**src/rtl/iob_eth_cfg_seq.sv**
```systemverilog
// Configuration sequencer: buffers register commands in a small FIFO and plays
// them one at a time onto the Ethernet MAC native bus, returning read data or a timeout flag.
module iob_eth_cfg_seq #(
  parameter int ADDR_W     = 12,
  parameter int DATA_W     = 32,
  parameter int FIFO_DEPTH = 4,
  parameter int TIMEOUT    = 255
) (
  input  logic                clk_i,
  input  logic                arst_n_i,
  input  logic                cmd_valid_i,
  output logic                cmd_ready_o,
  input  logic [ADDR_W-1:0]   cmd_addr_i,
  input  logic [DATA_W-1:0]   cmd_wdata_i,
  input  logic [DATA_W/8-1:0] cmd_wstrb_i,
  output logic                valid_o,
  output logic [ADDR_W-1:0]   address_o,
  output logic [DATA_W-1:0]   wdata_o,
  output logic [DATA_W/8-1:0] wstrb_o,
  input  logic [DATA_W-1:0]   rdata_i,
  input  logic                ready_i,
  output logic                rsp_valid_o,
  input  logic                rsp_ready_i,
  output logic [DATA_W-1:0]   rsp_rdata_o,
  output logic                rsp_err_o,
  output logic                busy_o
);

  localparam int STRB_W = DATA_W / 8;
  localparam int PTR_W  = $clog2(FIFO_DEPTH);
  localparam int CNT_W  = $clog2(TIMEOUT + 1);
  localparam logic [PTR_W:0]   FULL_COUNT    = (PTR_W + 1)'(FIFO_DEPTH);
  localparam logic [CNT_W-1:0] TIMEOUT_COUNT = CNT_W'(TIMEOUT);

  typedef enum logic [1:0] {IDLE, REQ, WAIT, RSP} state_t;

  state_t state;

  logic [ADDR_W-1:0] addr_mem  [FIFO_DEPTH];
  logic [DATA_W-1:0] wdata_mem [FIFO_DEPTH];
  logic [STRB_W-1:0] wstrb_mem [FIFO_DEPTH];

  logic [PTR_W-1:0] wr_ptr;
  logic [PTR_W-1:0] rd_ptr;
  logic [PTR_W:0]   count;
  logic             push;
  logic             pop;
  logic [CNT_W-1:0] wait_cnt;
  logic [CNT_W-1:0] wait_cnt_next;

  assign cmd_ready_o   = (count != FULL_COUNT);
  assign push          = cmd_valid_i && cmd_ready_o;
  assign pop           = (state == IDLE) && (count != '0);
  assign busy_o        = (count != '0) || (state != IDLE);
  assign wait_cnt_next = wait_cnt + 1'b1;

  // Storage needs no reset: occupancy is tracked by count alone.
  always_ff @(posedge clk_i) begin
    if (push) begin
      addr_mem[wr_ptr]  <= cmd_addr_i;
      wdata_mem[wr_ptr] <= cmd_wdata_i;
      wstrb_mem[wr_ptr] <= cmd_wstrb_i;
    end
  end

  // Pointers wrap naturally because FIFO_DEPTH is a power of two.
  always_ff @(posedge clk_i or negedge arst_n_i) begin
    if (!arst_n_i) begin
      wr_ptr <= '0;
      rd_ptr <= '0;
      count  <= '0;
    end else begin
      if (push) wr_ptr <= wr_ptr + 1'b1;
      if (pop)  rd_ptr <= rd_ptr + 1'b1;
      case ({push, pop})
        2'b10:   count <= count + 1'b1;
        2'b01:   count <= count - 1'b1;
        default: count <= count;
      endcase
    end
  end

  always_ff @(posedge clk_i or negedge arst_n_i) begin
    if (!arst_n_i) begin
      state       <= IDLE;
      valid_o     <= 1'b0;
      address_o   <= '0;
      wdata_o     <= '0;
      wstrb_o     <= '0;
      wait_cnt    <= '0;
      rsp_valid_o <= 1'b0;
      rsp_rdata_o <= '0;
      rsp_err_o   <= 1'b0;
    end else begin
      case (state)
        IDLE: begin
          if (pop) begin
            address_o <= addr_mem[rd_ptr];
            wdata_o   <= wdata_mem[rd_ptr];
            wstrb_o   <= wstrb_mem[rd_ptr];
            valid_o   <= 1'b1;
            state     <= REQ;
          end
        end
        REQ: begin
          valid_o <= 1'b0;
          if (ready_i) begin
            rsp_rdata_o <= rdata_i;
            rsp_err_o   <= 1'b0;
            rsp_valid_o <= 1'b1;
            wstrb_o     <= '0;
            state       <= RSP;
          end else begin
            wait_cnt <= '0;
            state    <= WAIT;
          end
        end
        WAIT: begin
          // A ready arriving on the final count still completes normally.
          if (ready_i) begin
            rsp_rdata_o <= rdata_i;
            rsp_err_o   <= 1'b0;
            rsp_valid_o <= 1'b1;
            wstrb_o     <= '0;
            state       <= RSP;
          end else if (wait_cnt_next == TIMEOUT_COUNT) begin
            wait_cnt    <= wait_cnt_next;
            rsp_rdata_o <= '0;
            rsp_err_o   <= 1'b1;
            rsp_valid_o <= 1'b1;
            wstrb_o     <= '0;
            state       <= RSP;
          end else begin
            wait_cnt <= wait_cnt_next;
          end
        end
        RSP: begin
          if (rsp_ready_i) begin
            rsp_valid_o <= 1'b0;
            state       <= IDLE;
          end
        end
        default: state <= IDLE;
      endcase
    end
  end

endmodule

```
**config.mk**
```make
export PLATFORM = sky130hd
export DESIGN_NAME = iob_eth_cfg_seq
export DESIGN_NICKNAME = d
export VERILOG_FILES = /design/src/rtl/iob_eth_cfg_seq.sv
export SDC_FILE = /design/constraint.sdc
export NUM_CORES = 1
export LEC_CHECK = 0
export CAP_MARGIN = 20
export CORE_MARGIN = 4
export CORE_UTILIZATION = 50
export CTS_BUF_LIST = sky130_fd_sc_hd__clkbuf_8
export CTS_CLUSTER_DIAMETER = 80
export CTS_CLUSTER_SIZE = 40
export DETAILED_ROUTE_END_ITERATION = 6
export PLACE_DENSITY = 0.84
export SETUP_SLACK_MARGIN = 0.05
export SYNTH_ARGS = -nofsm -noshare
export SYNTH_HDL_FRONTEND = slang
export SYNTH_SLANG_ARGS = --single-unit
```
**constraint.sdc**
```tcl
create_clock -name clk_i -period 2.6 [get_ports clk_i]
set_input_delay 0.78 -clock clk_i [delete_from_list [all_inputs] [get_ports clk_i]]
set_output_delay 0.78 -clock clk_i [all_outputs]
set_load 0.01 [all_outputs]
```
==> results of run 1 <==
[metrics by stage]
stage	worst slack [ps]	instances	util [%]	total power [W]
4_1_cts	42.12	1160	62.07	0.01547
3_5_place_dp	8.366	1134	60.26	0.01320
3_3_place_gp	71.81	1134	60.26	0.01296
6_report	171.5	1160	62.11	0.01524
5_1_grt	59.91	1160	62.11	0.01624
2_1_floorplan	191.5	696	-	0.01054
[final timing paths]
check / startpoint / endpoint / depth (start not counted)
max: state[0]$_DFFE_PN0P_ / busy_o / 4
min: arst_n_i / wdata_o[25]$_DFFE_PN0P_ / 1
max reg2reg: wait_cnt[1]$_DFFE_PN0P_ / rsp_rdata_o[7]$_DFFE_PN0P_ / 8
min reg2reg: wdata_o[27]$_DFFE_PN0P_ / wdata_o[27]$_DFFE_PN0P_ / 2
max in group asynchronous: arst_n_i / state[1]$_DFFE_PN0P_ / 2
min in group clk_i: wdata_o[27]$_DFFE_PN0P_ / wdata_o[27]$_DFFE_PN0P_ / 2
[registers in the layout (all words and copies together), names as in the netlist, 2 cells and up]
name         flops
wdata_mem      128
wr_ptr           2
state            2
wdata_o         32
wstrb_o          4
rsp_rdata_o     32
rd_ptr           2
count            3
wstrb_mem       16
address_o       12
wait_cnt         8
addr_mem        48
[power groups by stage]
stage / Combinational [W] / Clock (W) / Sequential [W]
6_report: 0.00598 / 0.00223 / 0.00703
5_1_grt: 0.00653 / 0.00251 / 0.00719
3_5_place_dp: 0.00603 / 0 / 0.00716
3_3_place_gp: 0.00587 / 0 / 0.00709
4_1_cts: 0.00609 / 0.00233 / 0.00705
2_1_floorplan: 0.00329 / 0 / 0.00725
[area by class of cell]
type / count / area (um2) / share of cell area [%]
multi-input combinational: 356 / 3023 / 21.56
timing repair buffer: 187 / 1922 / 13.71
clock buffer: 15 / 206.4 / 1.473
inverter: 16 / 60.06 / 0.4284
tap: 285 / 356.6 / 2.544
clock inverter: 9 / 178.9 / 1.276
sequential: 292 / 8273 / 59.01
[critical path, delay by kind of cell, from the launching register on]
family	cells	cell delay, ps
flip-flops	1	430
buffers and inverters	2	420
adder cells (fa/ha/maj)	1	170
AND/OR/NAND/NOR	1	90
[cells by family after synthesis]
logic type	count (synthesis)	synth area share, %
flip-flops	292	72.21
adder cells (fa/ha/maj)	13	1.486
AND/OR/NAND/NOR	183	6.601
multiplexers	86	12.82
AO/OA/AOI/OAI	65	4.524
buffers and inverters	48	1.672
XOR/XNOR	9	0.6885
[cells in the mapped netlist (4+ instances only)]
cell type,instances,area share (%)
nand2_1,144,4.7
buf_2,9,0.39
mux2_2,4,0.39
edfxtp_1,192,50
dfrtp_1,100,22
clkbuf_1,21,0.69
nor2b_1,6,0.33
and3_1,5,0.27
ha_1,12,1.3
inv_1,15,0.49
o2bb2ai_1,32,2.4
mux4_2,48,9.4
o21ai_0,17,0.74
nor2_1,9,0.30
xnor2_1,6,0.46
nand3_1,6,0.26
mux2i_1,33,2.9
[routing by layer]
metal	wire (um)	vias up	track usage, %
met5	26	-	0
met4	257	4	3.314
met3	1515	23	4.685
met2	11390	171	30.94
met1	9920	3238	24.72
li1	-	2924	-
[timing repair]
item                                   4_1_cts  5_1_grt
hold buffers                                 0        0
setup endpoints to repair                    2        1
endpoints found under the hold margin        0        0
resized for setup                            5        3
buffers inserted                             2        0
gates cloned                                 0        0
==> metrics.txt, run 1 <==
Comb power frac=39.2%; initial antenna violation count=2; peak fanout along the critical path=5; Bufs on Longest Clock Path=3; Syn. warnings=0; CTS tree=yes; Remaining Overflow, GRT=0; post-layout net count=965; Clock Skews=59.86 ps; arrival time at the worst endpoint=1650 ps; Int Pwr=0.01009 W; routability congestion estimate=0.7631; boundary pin count=170; first-pass GRT wire length=37560 um; Net Sw Frac=33.78%; sequential share of power=46.1%; leak pwr=5.265 nW; Clock Sinks=292; commonest non-fill, non-tap cell in the layout=edfxtp_1; area growth from synthesis to layout=22.45%; Pre-Repair DR Iteration Count=5; die area=25380 um2; post-route ant nets=0; FF+latch count, synth=292; commonest non-fill, non-tap cells in the layout=edfxtp_1 (192), clkdlybuf4s50_1 (166), nand2_1 (143), dfrtp_1 (98), mux4_2 (48); vias in the first global route=6871; ys async rst share=34.25%; # rows=55; CP Launch Type=flip-flop; routed vias/inst=5.483; drt initial violations=446; critical path type=flip-flop to primary output; clk root buf=clkbuf_8; Post-Syn Instances=696; ant diodes=0; fmax=0.4118 GHz; prevailing post-synth register cell=edfxtp_1; Slew HR=59.93%; Syn Std Cell Area=11450 um2; cts bufs inserted=14; Tightest Pin Transition=601.1 ps; Net Count, Synth=794; design area=14020 um2; pwr dens=1087 nW/um2; critical path's slowest cell=dfrtp_1; setup_tns=0 ps; RSZ-0062 raised after global routing=false; clock slew at reported path FFs=210 ps; Hold/Removal Path Class=input port to asynchronous set/reset pin; P_sw=0.005149 W; port bufs=169; total core area=22570 um2; H-tree depth=1; power share of the clock group=14.7%; cell area after placement=13600 um2; width of the chip=159.3 um; share of cells above drive strength 1=12.91%; Netlist cell types=41; worst-path cell chain=inv_2 > ha_4 > nand2_2 > dlygate4sd2_1; Final Max Tran Viols=0; all-layer global routing usage=18.32%; run status=completed; max incr delay on CP=430 ps; worst hold slack=162.9 ps; WL/cell=19.92 um; Final period util=93.40%; final setup fails=0; Final Hold Vio Count=0; number of max-cap violations=0; Die Ht=159.3 um; register area share after synthesis=72.21%; minimum clock period=2428 ps; DRC=0; hpwl dp=14930 um; initial core utilization=50.73%; Worst EP required=1820 ps; r2r setup slk=320 ps; final WL=23110 um; EDFF count, synth=192; latest clock arrival within the worst-skew pair=570 ps; total number of vias=6360; pin count of the biggest net entering global routing=49; layout filler cell count=1638; element type at the critical path end=primary output; Max rail drop VDD=0.8859 mV; Avg Synthesized Cell Area=16.45 um2
(Power assumes the default switching activity.)
==> run 2: changes to the inputs <==
- CTS_CLUSTER_DIAMETER: 80 -> 60
==> metrics.txt, run 2 (synthesis gave the netlist of run 1 again) <==
run status=completed; boundary pin count=170 (unchanged); post-route ant nets=0 (unchanged); Final period util=93.90% (+0.50 points); clk root buf=clkbuf_8; routed vias/inst=5.499 (+0.30%); sequential share of power=45.7% (-0.4 points); r2r setup slk=340 ps (+20 ps); P_sw=0.005159 W (+0.21%); latest clock arrival within the worst-skew pair=570 ps (about the same); worst r2r path cells=8 (unchanged); Worst R2R End=rsp_rdata_o[6]$_DFFE_PN0P_; die area=25380 um2 (unchanged); Clock Sinks=292 (unchanged); pin count of the biggest net entering global routing=49 (unchanged); peak fanout along the critical path=5 (unchanged); commonest non-fill, non-tap cell in the layout=edfxtp_1; leak pwr=5.286 nW (+0.40%); share of cells above drive strength 1=13.90% (+0.98 points); final setup fails=0 (unchanged); Int Pwr=0.01024 W (+1.5%); Final WS setup=158.5 ps (-13.03 ps); most flop-heavy register=wdata_mem; DRC=0 (unchanged); Tightest Pin Transition=595.8 ps (-5.298 ps); initial antenna violation count=2 (unchanged); worst r2r src=wait_cnt[0]$_DFFE_PN0P_; minimum clock period=2442 ps (+13.03 ps); area growth from synthesis to layout=22.73%; drt initial violations=429 (-3.8%); initial core utilization=50.73% (unchanged); post-layout net count=970 (+0.52%); arrival time at the worst endpoint=1660 ps (about the same); critical path type=flip-flop to primary output; CP Launch Type=flip-flop; Die Ht=159.3 um (unchanged); first-pass GRT wire length=37650 um (+0.22%); Clock Skews=37.46 ps (-22.40 ps); RSZ-0062 raised after global routing=false; port bufs=169 (unchanged); total core area=22570 um2 (unchanged); number of max-cap violations=0 (unchanged); Comb power frac=38.9% (-0.3 points); routability congestion estimate=0.7631 (unchanged); ant diodes=0 (unchanged); worst slack, placed=8.366 ps (unchanged); total number of vias=6434 (+1.2%); Slew HR=60.28% (+0.35 points); final WL=23250 um (+0.62%); Hold/Removal Path Class=input port to asynchronous set/reset pin; all-layer global routing usage=18.38% (+0.061 points); max FFs per register=128 (unchanged); hpwl dp=14930 um (unchanged); Worst EP required=1820 ps (about the same); width of the chip=159.3 um (unchanged); Max rail drop VDD=0.8036 mV (-9.3%); pwr dens=1096 nW/um2 (+0.81%); setup_tns=0 ps (unchanged); Top Registers=wdata_mem x128, addr_mem x48; element type at the critical path end=primary output; Net Sw Frac=33.50% (-0.28 points); CTS tree=yes; layout filler cell count=1635 (-0.18%); Remaining Overflow, GRT=0 (unchanged); cts bufs inserted=19 (+5); H-tree depth=1 (unchanged); Final Max Tran Viols=0 (unchanged); commonest non-fill, non-tap cells in the layout=edfxtp_1 (192), clkdlybuf4s50_1 (166), nand2_1 (143), dfrtp_1 (98), mux4_2 (48); cts hold-fix bufs=0 (unchanged); vias in the first global route=6852 (-0.28%); WL/cell=19.87 um (-0.24%); Bufs on Longest Clock Path=3 (unchanged); power share of the clock group=15.4% (+0.7 points); clock slew at reported path FFs=140 ps (-70 ps); # rows=55 (unchanged); fmax=0.4096 GHz (-0.53%); Pre-Repair DR Iteration Count=4 (-1); Final Hold Vio Count=0 (unchanged)
-- run 2: area by class of cell --
| type | count | area (um2) | share of cell area, % |
|---|---|---|---|
| Inverter | 16 | 60.06 | 0.4274 |
| Clock inverter | 14 | 142.6 | 1.015 |
| Timing Repair Buffer | 187 | 1922 | 13.68 |
| Tap cell | 285 | 356.6 | 2.538 |
| Sequential cell | 292 | 8273 | 58.87 |
| Multi-Input combinational cell | 356 | 3023 | 21.51 |
| Clock buffer | 20 | 275.3 | 1.959 |
-- run 2: power by group through the flow --
stage	clock [W]	sequential (W)	combinational (W)
after global routing	0.00265	0.00720	0.00653
after CTS	0.00246	0.00706	0.00609
after floorplan	0	0.00725	0.00329
final	0.00238	0.00704	0.00598
after detailed placement	0	0.00716	0.00603
after global placement	0	0.00709	0.00587
-- run 2: stage by stage --
| step | hold WS (ps) | instances | power (W) | util, % | area, um2 |
|---|---|---|---|---|---|
| global route | 193.4 | 1170 | 0.01638 | 62.26 | 14050 |
| CTS | 176.4 | 1170 | 0.01560 | 62.21 | 14040 |
| finish | 204.8 | 1170 | 0.01540 | 62.26 | 14050 |
| floorplan | 464.3 | 696 | 0.01054 | - | 11450 |
| global placement | 459.4 | 1134 | 0.01296 | 60.26 | 13600 |
| detailed placement | 461.0 | 1134 | 0.01320 | 60.26 | 13600 |
-- run 2: what timing repair did --
item / 4_1_cts / 5_1_grt
gates resized for setup: 5 / 3
setup buffers: 2 / 0
endpoints found under the setup margin: 2 / 1
-- run 2: worst max-delay path by stage --
stage,startpoint,to,slack (ps),depth (start not counted)
6_report,count[0]$_DFFE_PN0P_,busy_o,160,3
4_1_cts,state[0]$_DFFE_PN0P_,busy_o,40,4
3_3_place_gp,cmd_valid_i,count[2]$_DFFE_PN0P_,70,9
2_1_floorplan,state[0]$_DFFE_PN0P_,count[2]$_DFFE_PN0P_,190,12
3_5_place_dp,cmd_valid_i,count[2]$_DFFE_PN0P_,8,9
5_1_grt,state[0]$_DFFE_PN0P_,busy_o,70,4
-- run 2: layer usage --
| metal | vias up | part of all wire, % | GRT usage [%] |
|---|---|---|---|
| met5 | - | 0.090 | 0 |
| met4 | 4 | 2.2 | 4.103 |
| met3 | 33 | 6.1 | 4.711 |
| met2 | 185 | 48 | 30.68 |
| met1 | 3270 | 43 | 24.76 |
| li1 | 2942 | - | - |
-- run 2: critical path, cell delays in order (launching register included) --
cell and delay (ps):
dfrtp_1 440, nor3_2 230, nand2_2 140, dlygate4sd2_1 310
==> run 3: changes to the inputs <==
- GPL_TIMING_DRIVEN: not set -> 0
- SETUP_SLACK_MARGIN: 0.05 -> 0.3
==> metrics.txt, run 3 (synthesis gave the netlist of run 1 again) <==
total core area=22570 um2 (unchanged); Remaining Overflow, GRT=0 (unchanged); arrival time at the worst endpoint=1480 ps (-180 ps); most flop-heavy register=wdata_mem; Layout Cells excl Fill=1209 (+3.3%); die area=25380 um2 (unchanged); routed vias/inst=5.447 (-0.94%); layout filler cell count=1619 (-0.98%); final setup fails=0 (unchanged); number of max-cap violations=0 (unchanged); routability congestion estimate=0.7545 (-1.1%); clock slew at reported path FFs=170 ps (+30 ps); area growth from synthesis to layout=25.48%; Clock Skews=54.05 ps (+16.59 ps); DRC=0 (unchanged); minimum clock period=2258 ps (-183.3 ps); H-tree depth=1 (unchanged); Slew HR=43.29% (-17 points); WL/cell=19.99 um (+0.58%); initial antenna violation count=1 (-1); run status=completed; Pre-Repair DR Iteration Count=5 (+1); max FFs per register=128 (unchanged); Top Registers=wdata_mem x128, addr_mem x48; fmax=0.4428 GHz (+8.1%); Comb power frac=39.4% (+0.5 points); cts bufs inserted=19 (unchanged); pwr dens=1094 nW/um2 (-0.15%); Tightest Pin Transition=850.6 ps (+254.8 ps); worst-path cell chain=clkdlybuf4s50_1; Final Hold Vio Count=0 (unchanged); Clock Sinks=292 (unchanged); max incr delay on CP=550 ps (+110 ps); leak pwr=5.847 nW (+11%); CTS tree=yes; Worst EP required=1820 ps (about the same); Hold/Removal Path Class=input port to asynchronous set/reset pin; total number of vias=6586 (+2.4%); port bufs=169 (unchanged); clk root buf=clkbuf_8; commonest non-fill, non-tap cell in the layout=edfxtp_1; total power draw=0.01572 W (+2.1%); post-route ant nets=0 (unchanged); critical path's top delay family=buffers and inverters; hpwl dp=15790 um (+5.8%); Die Ht=159.3 um (unchanged); critical path's slowest cell=clkdlybuf4s50_1; first-pass GRT wire length=37930 um (+0.75%); Core Util, Final=63.65% (+1.4 points); RSZ-0062 raised after global routing=true; width of the chip=159.3 um (unchanged); Max rail drop VDD=0.6686 mV (-17%); power share of the clock group=16.5% (+1.1 points); ant diodes=0 (unchanged); final WL=24170 um (+3.9%); element type at the critical path end=primary output; setup_tns=0 ps (unchanged); all-layer global routing usage=18.62% (+0.24 points); Final Max Tran Viols=0 (unchanged); commonest non-fill, non-tap cells in the layout=edfxtp_1 (192), nand2_1 (143), clkdlybuf4s50_1 (101), dfrtp_1 (97), mux4_2 (48); share of cells above drive strength 1=16.88% (+3.0 points); CP Launch Type=flip-flop; peak fanout along the critical path=3 (-2); # rows=55 (unchanged); drt initial violations=475 (+11%); Int Pwr=0.01031 W (+0.69%); post-layout net count=1010 (+4.1%); CP bufs+invs=1 (unchanged); sequential share of power=44.1% (-1.6 points); latest clock arrival within the worst-skew pair=570 ps (about the same); pin count of the biggest net entering global routing=57 (+16%); critical path type=flip-flop to primary output; boundary pin count=170 (unchanged); initial core utilization=50.73% (unchanged); dpl cells=1155 (+1.9%); Net Sw Frac=34.41% (+0.91 points); Final period util=86.85% (-7.0 points); P_sw=0.005411 W (+4.9%); vias in the first global route=6769 (-1.2%); Bufs on Longest Clock Path=3 (unchanged)
-- run 3: cell count changes in the layout (fill, tap and decap cells not counted), sizes merged --
cell,before,now
clkdlybuf4s50,166,101
dlygate4sd2,2,39
dlymetal6s2s,0,26
clkbuf,20,43
buf,19,37
bufinv,0,1
clkinv,4,5
clkinvlp,3,2
inv,23,22
-- run 3: final cells by class --
cell class,instances,area (um2),share of cell area [%]
plain buffers,32,177.7,1.237
clock inverters,14,215.2,1.498
well taps,285,356.6,2.482
inverters,16,60.06,0.4180
multi-input cells,356,3058,21.28
repair buffers,195,1967,13.69
clock buffers,19,261.5,1.820
flip-flops and latches,292,8272,57.57
-- run 3: path summary, 6_finish.rpt --
check | to | slack (ps) | depth (start not counted) | startpoint
max | rsp_rdata_o[2] | 340 | 1 | rsp_rdata_o[2]$_DFFE_PN0P_
min | wdata_o[28]$_DFFE_PN0P_ | 300 | 1 | arst_n_i
max reg2reg | count[2]$_DFFE_PN0P_ | 390 | 12 | state[0]$_DFFE_PN0P_
min reg2reg | wdata_o[16]$_DFFE_PN0P_ | 480 | 2 | wdata_o[16]$_DFFE_PN0P_
max in group asynchronous | count[2]$_DFFE_PN0P_ | 1510 | 2 | arst_n_i
min in group clk_i | wdata_o[16]$_DFFE_PN0P_ | 480 | 2 | wdata_o[16]$_DFFE_PN0P_
-- run 3: per-layer routing --
metal	track usage [%]	wire length, um
met1	25.51	10330
met2	31.13	11900
met3	4.970	1586
met4	2.840	333
met5	0	20
-- run 3: repair_timing --
action / in CTS / in global routing
endpoints found under the setup margin: 84 / 80
gates resized for setup: 65 / 52
pin swaps: 4 / 4
hold buffers: 0 / 0
buffers inserted: 9 / 12
-- run 3: per-stage QoR --
step                setup slack [ps]  area, um2  hold slack (ps)
global placement               -3571      13500            458.3
finish                         341.8      14370            299.4
CTS                            258.1      14160            297.5
detailed placement            -269.0      13610            461.7
global route                   261.5      14370            323.8
floorplan                      312.8      11460            464.3
-- run 3: power groups by stage --
stage | sequential [W] | clock [W] | combinational, W
5_1_grt | 0.00706 | 0.00287 | 0.00677
3_5_place_dp | 0.00705 | 0 | 0.00617
4_1_cts | 0.00693 | 0.00267 | 0.00617
6_report | 0.00693 | 0.00260 | 0.00619
3_3_place_gp | 0.00701 | 0 | 0.00591
2_1_floorplan | 0.00723 | 0 | 0.00330
==> variant (config.mk and constraints of run 2) <==
`FIFO_DEPTH`: 4 -> 8.
--- a/src/rtl/iob_eth_cfg_seq.sv
+++ b/src/rtl/iob_eth_cfg_seq.sv
@@ -4,5 +4,5 @@
   parameter int ADDR_W     = 12,
   parameter int DATA_W     = 32,
-  parameter int FIFO_DEPTH = 4,
+  parameter int FIFO_DEPTH = 8,
   parameter int TIMEOUT    = 255
 ) (
Check against the original RTL: same outputs for any inputs over 4 cycles, from zero or initial values and one cycle with arst_n_i low; that may be too few to reach the edited logic, so the function may still have changed.
==> variant against run 2 <==
Design area is 60% higher; clock power is 97% higher; area after synthesis is 63% higher; worst setup slack worse by 0.030 ns; global-route usage hardly changed; power is 55% higher; clock skew is 0.00088 ns lower; sequential cell count is 195 higher; wire length is 60% higher; via count is 49% higher; largest cell class unchanged.
==> variant: results (changes against run 2) <==
* Synth async-reset ratio at 21.1% (was 34.2%)
* Crit path largest cell delay at 0.46 ns (was 0.44 ns)
* Mapped Cells at 1002 (was 696)
* Most frequent cells after synthesis: edfxtp_1 (384), nand2_1 (125), dfrtp_1 (103), mux4_2 (96), o21ai_0 (61) (was edfxtp_1 (192), nand2_1 (144), dfrtp_1 (100), mux4_2 (48), mux2i_1 (33))
* Nets@finish at 1301 (was 970)
* RD Place Congestion at 0.791 (was 0.763)
* Total wire length at 37300 um (was 23300 um)
* Crit Path Max Fanout at 4 (was 5)
* 1st-pass router iterations at 5 (was 4)
* Post-DP HPWL at 24000 um (was 14900 um)
* Pre-CTS setup slack at -0.197 ns (was 0.00837 ns)
* CP Data Arrival Time at 1.69 ns (was 1.66 ns)
* Worst r2r src: count[2] (was wait_cnt[0])
* Sequential share of the synthesized area at 75.4% (was 72.2%)
* CTS buffer count at 30 (was 19)
* Finished Layout Cells at 1696 (was 1170)
* Total track usage at 18.4% (about the same)
* Fraction of layout cells with a size suffix above 1 at 19.6% (was 13.9%)
* Synth cell types at 45 (was 41)
* Slowest stage cell, crit path: dfrtp_2 (was dfrtp_1)
* Worst-Skew Late Latency at 0.68 ns (was 0.57 ns)
* EDFF count, synth at 384 (was 192)
* Worst vdd ir at 0.678 mV (was 0.804 mV)
* Number of global-route vias before repair at 9961 (was 6852)
* Worst hold margin at 0.109 ns (was 0.205 ns)
* Iteration-0 DRC Markers at 739 (was 429)
* Fmax at 405 MHz (was 410 MHz)
* Status: complete, no violations (unchanged)
* Slew headroom at 60.2% (was 60.3%)
* Leakage at 0.00778 uW (was 0.00529 uW)
* Area after DPL at 21400 um^2 (was 13600 um^2)
* Clk pwr at 4700 uW (was 2380 uW)
* Synth area leaders: edfxtp_1 (62%), dfrtp_1 (14%), mux4_2 (12%) (was edfxtp_1 (50%), dfrtp_1 (22%), mux4_2 (9.4%))
* Largest regs: wdata_mem (256), addr_mem (96) (was wdata_mem (128), addr_mem (48))
* Clock-pin slew on the worst setup and hold paths at 0.16 ns (was 0.14 ns)
* Via density at 5.65 (was 5.50)
## variant: changes by cell type after synthesis, moves of 5 or more
cell,delta
inv_1,-8
edfxtp_1,+192
mux2i_1,+13
o2bb2ai_1,-32
nand2b_1,+5
clkbuf_1,+6
o21ai_0,+44
a21oi_1,+33
nand2_1,-19
mux4_2,+48
## variant: routing by layer
| layer | GRT usage (%) | vias up | share of wire, % |
|---|---|---|---|
| met5 | 0 | - | 0.075 |
| met4 | 3.74 | 4 | 1.9 |
| met3 | 3.80 | 51 | 6.2 |
| met2 | 31.0 | 317 | 50 |
| met1 | 25.4 | 4922 | 42 |
| li1 | - | 4293 | - |
## variant: area by class of cell
| class | count | area [um^2] |
|---|---|---|
| Sequential cell | 487 | 14100 |
| Clock buffer | 31 | 427 |
| Antenna cell | 1 | 2.50 |
| Fill cell | 2504 | 14300 |
| Inverter | 7 | 26.3 |
| Clock inverter | 25 | 504 |
| Multi-Input combinational cell | 459 | 4500 |
| Tap cell | 468 | 586 |
| Timing Repair Buffer | 218 | 2270 |
## variant: cells by family (layout without fill, tap and decap cells)
| family | Yosys count | in the layout | synth area share, % |
|---|---|---|---|
| adders and majority gates | 13 | 13 | 0.910 |
| and+or+nand+nor | 178 | 178 | 4.26 |
| other | 0 | 1 | 0 |
| DFF | 487 | 487 | 75.4 |
| xor gates and xnor gates | 8 | 8 | 0.375 |
| buffers and inverters | 56 | 281 | 1.36 |
| AOI/OAI and AO/OA | 113 | 113 | 3.26 |
| muxes | 147 | 147 | 14.4 |
## variant: worst paths after layout
| path | to | depth (start not counted) |
|---|---|---|
| min in group clk_i | rsp_err_o | 1 |
| min | rd_ptr[0] | 1 |
| min reg2reg | rsp_err_o | 1 |
| max in group asynchronous | count[2] | 2 |
| max | cmd_ready_o | 3 |
| max reg2reg | count[3] | 11 |
## variant: timing repair
| action | CTS | global route |
|---|---|---|
| gates resized for setup | 15 | 3 |
| setup buffers | 6 | 1 |
| endpoints found under the setup margin | 2 | 2 |
| pin swaps | 3 | 3 |
## variant: worst register-to-register path, cell delays in order (launching register included)
cell and delay (ns):
dfrtp_2 0.46, buf_4 0.15, nor4_4 0.17, nand2b_4 0.18
inv_1 0.06, ha_1 0.22, ha_1 0.28, a21o_1 0.18
a21oi_1 0.17, xnor2_1 0.15, nor2_1 0.07, xor2_1 0.14
## variant: through the flow
| stage | power [uW] | utilization [%] |
|---|---|---|
| CTS | 24100 | 60.9 |
| finish | 23900 | 61.0 |
| global route | 25200 | 61.0 |
| floorplan | 16000 | - |
| global placement | 19000 | 58.2 |
| detailed placement | 19300 | 58.2 |
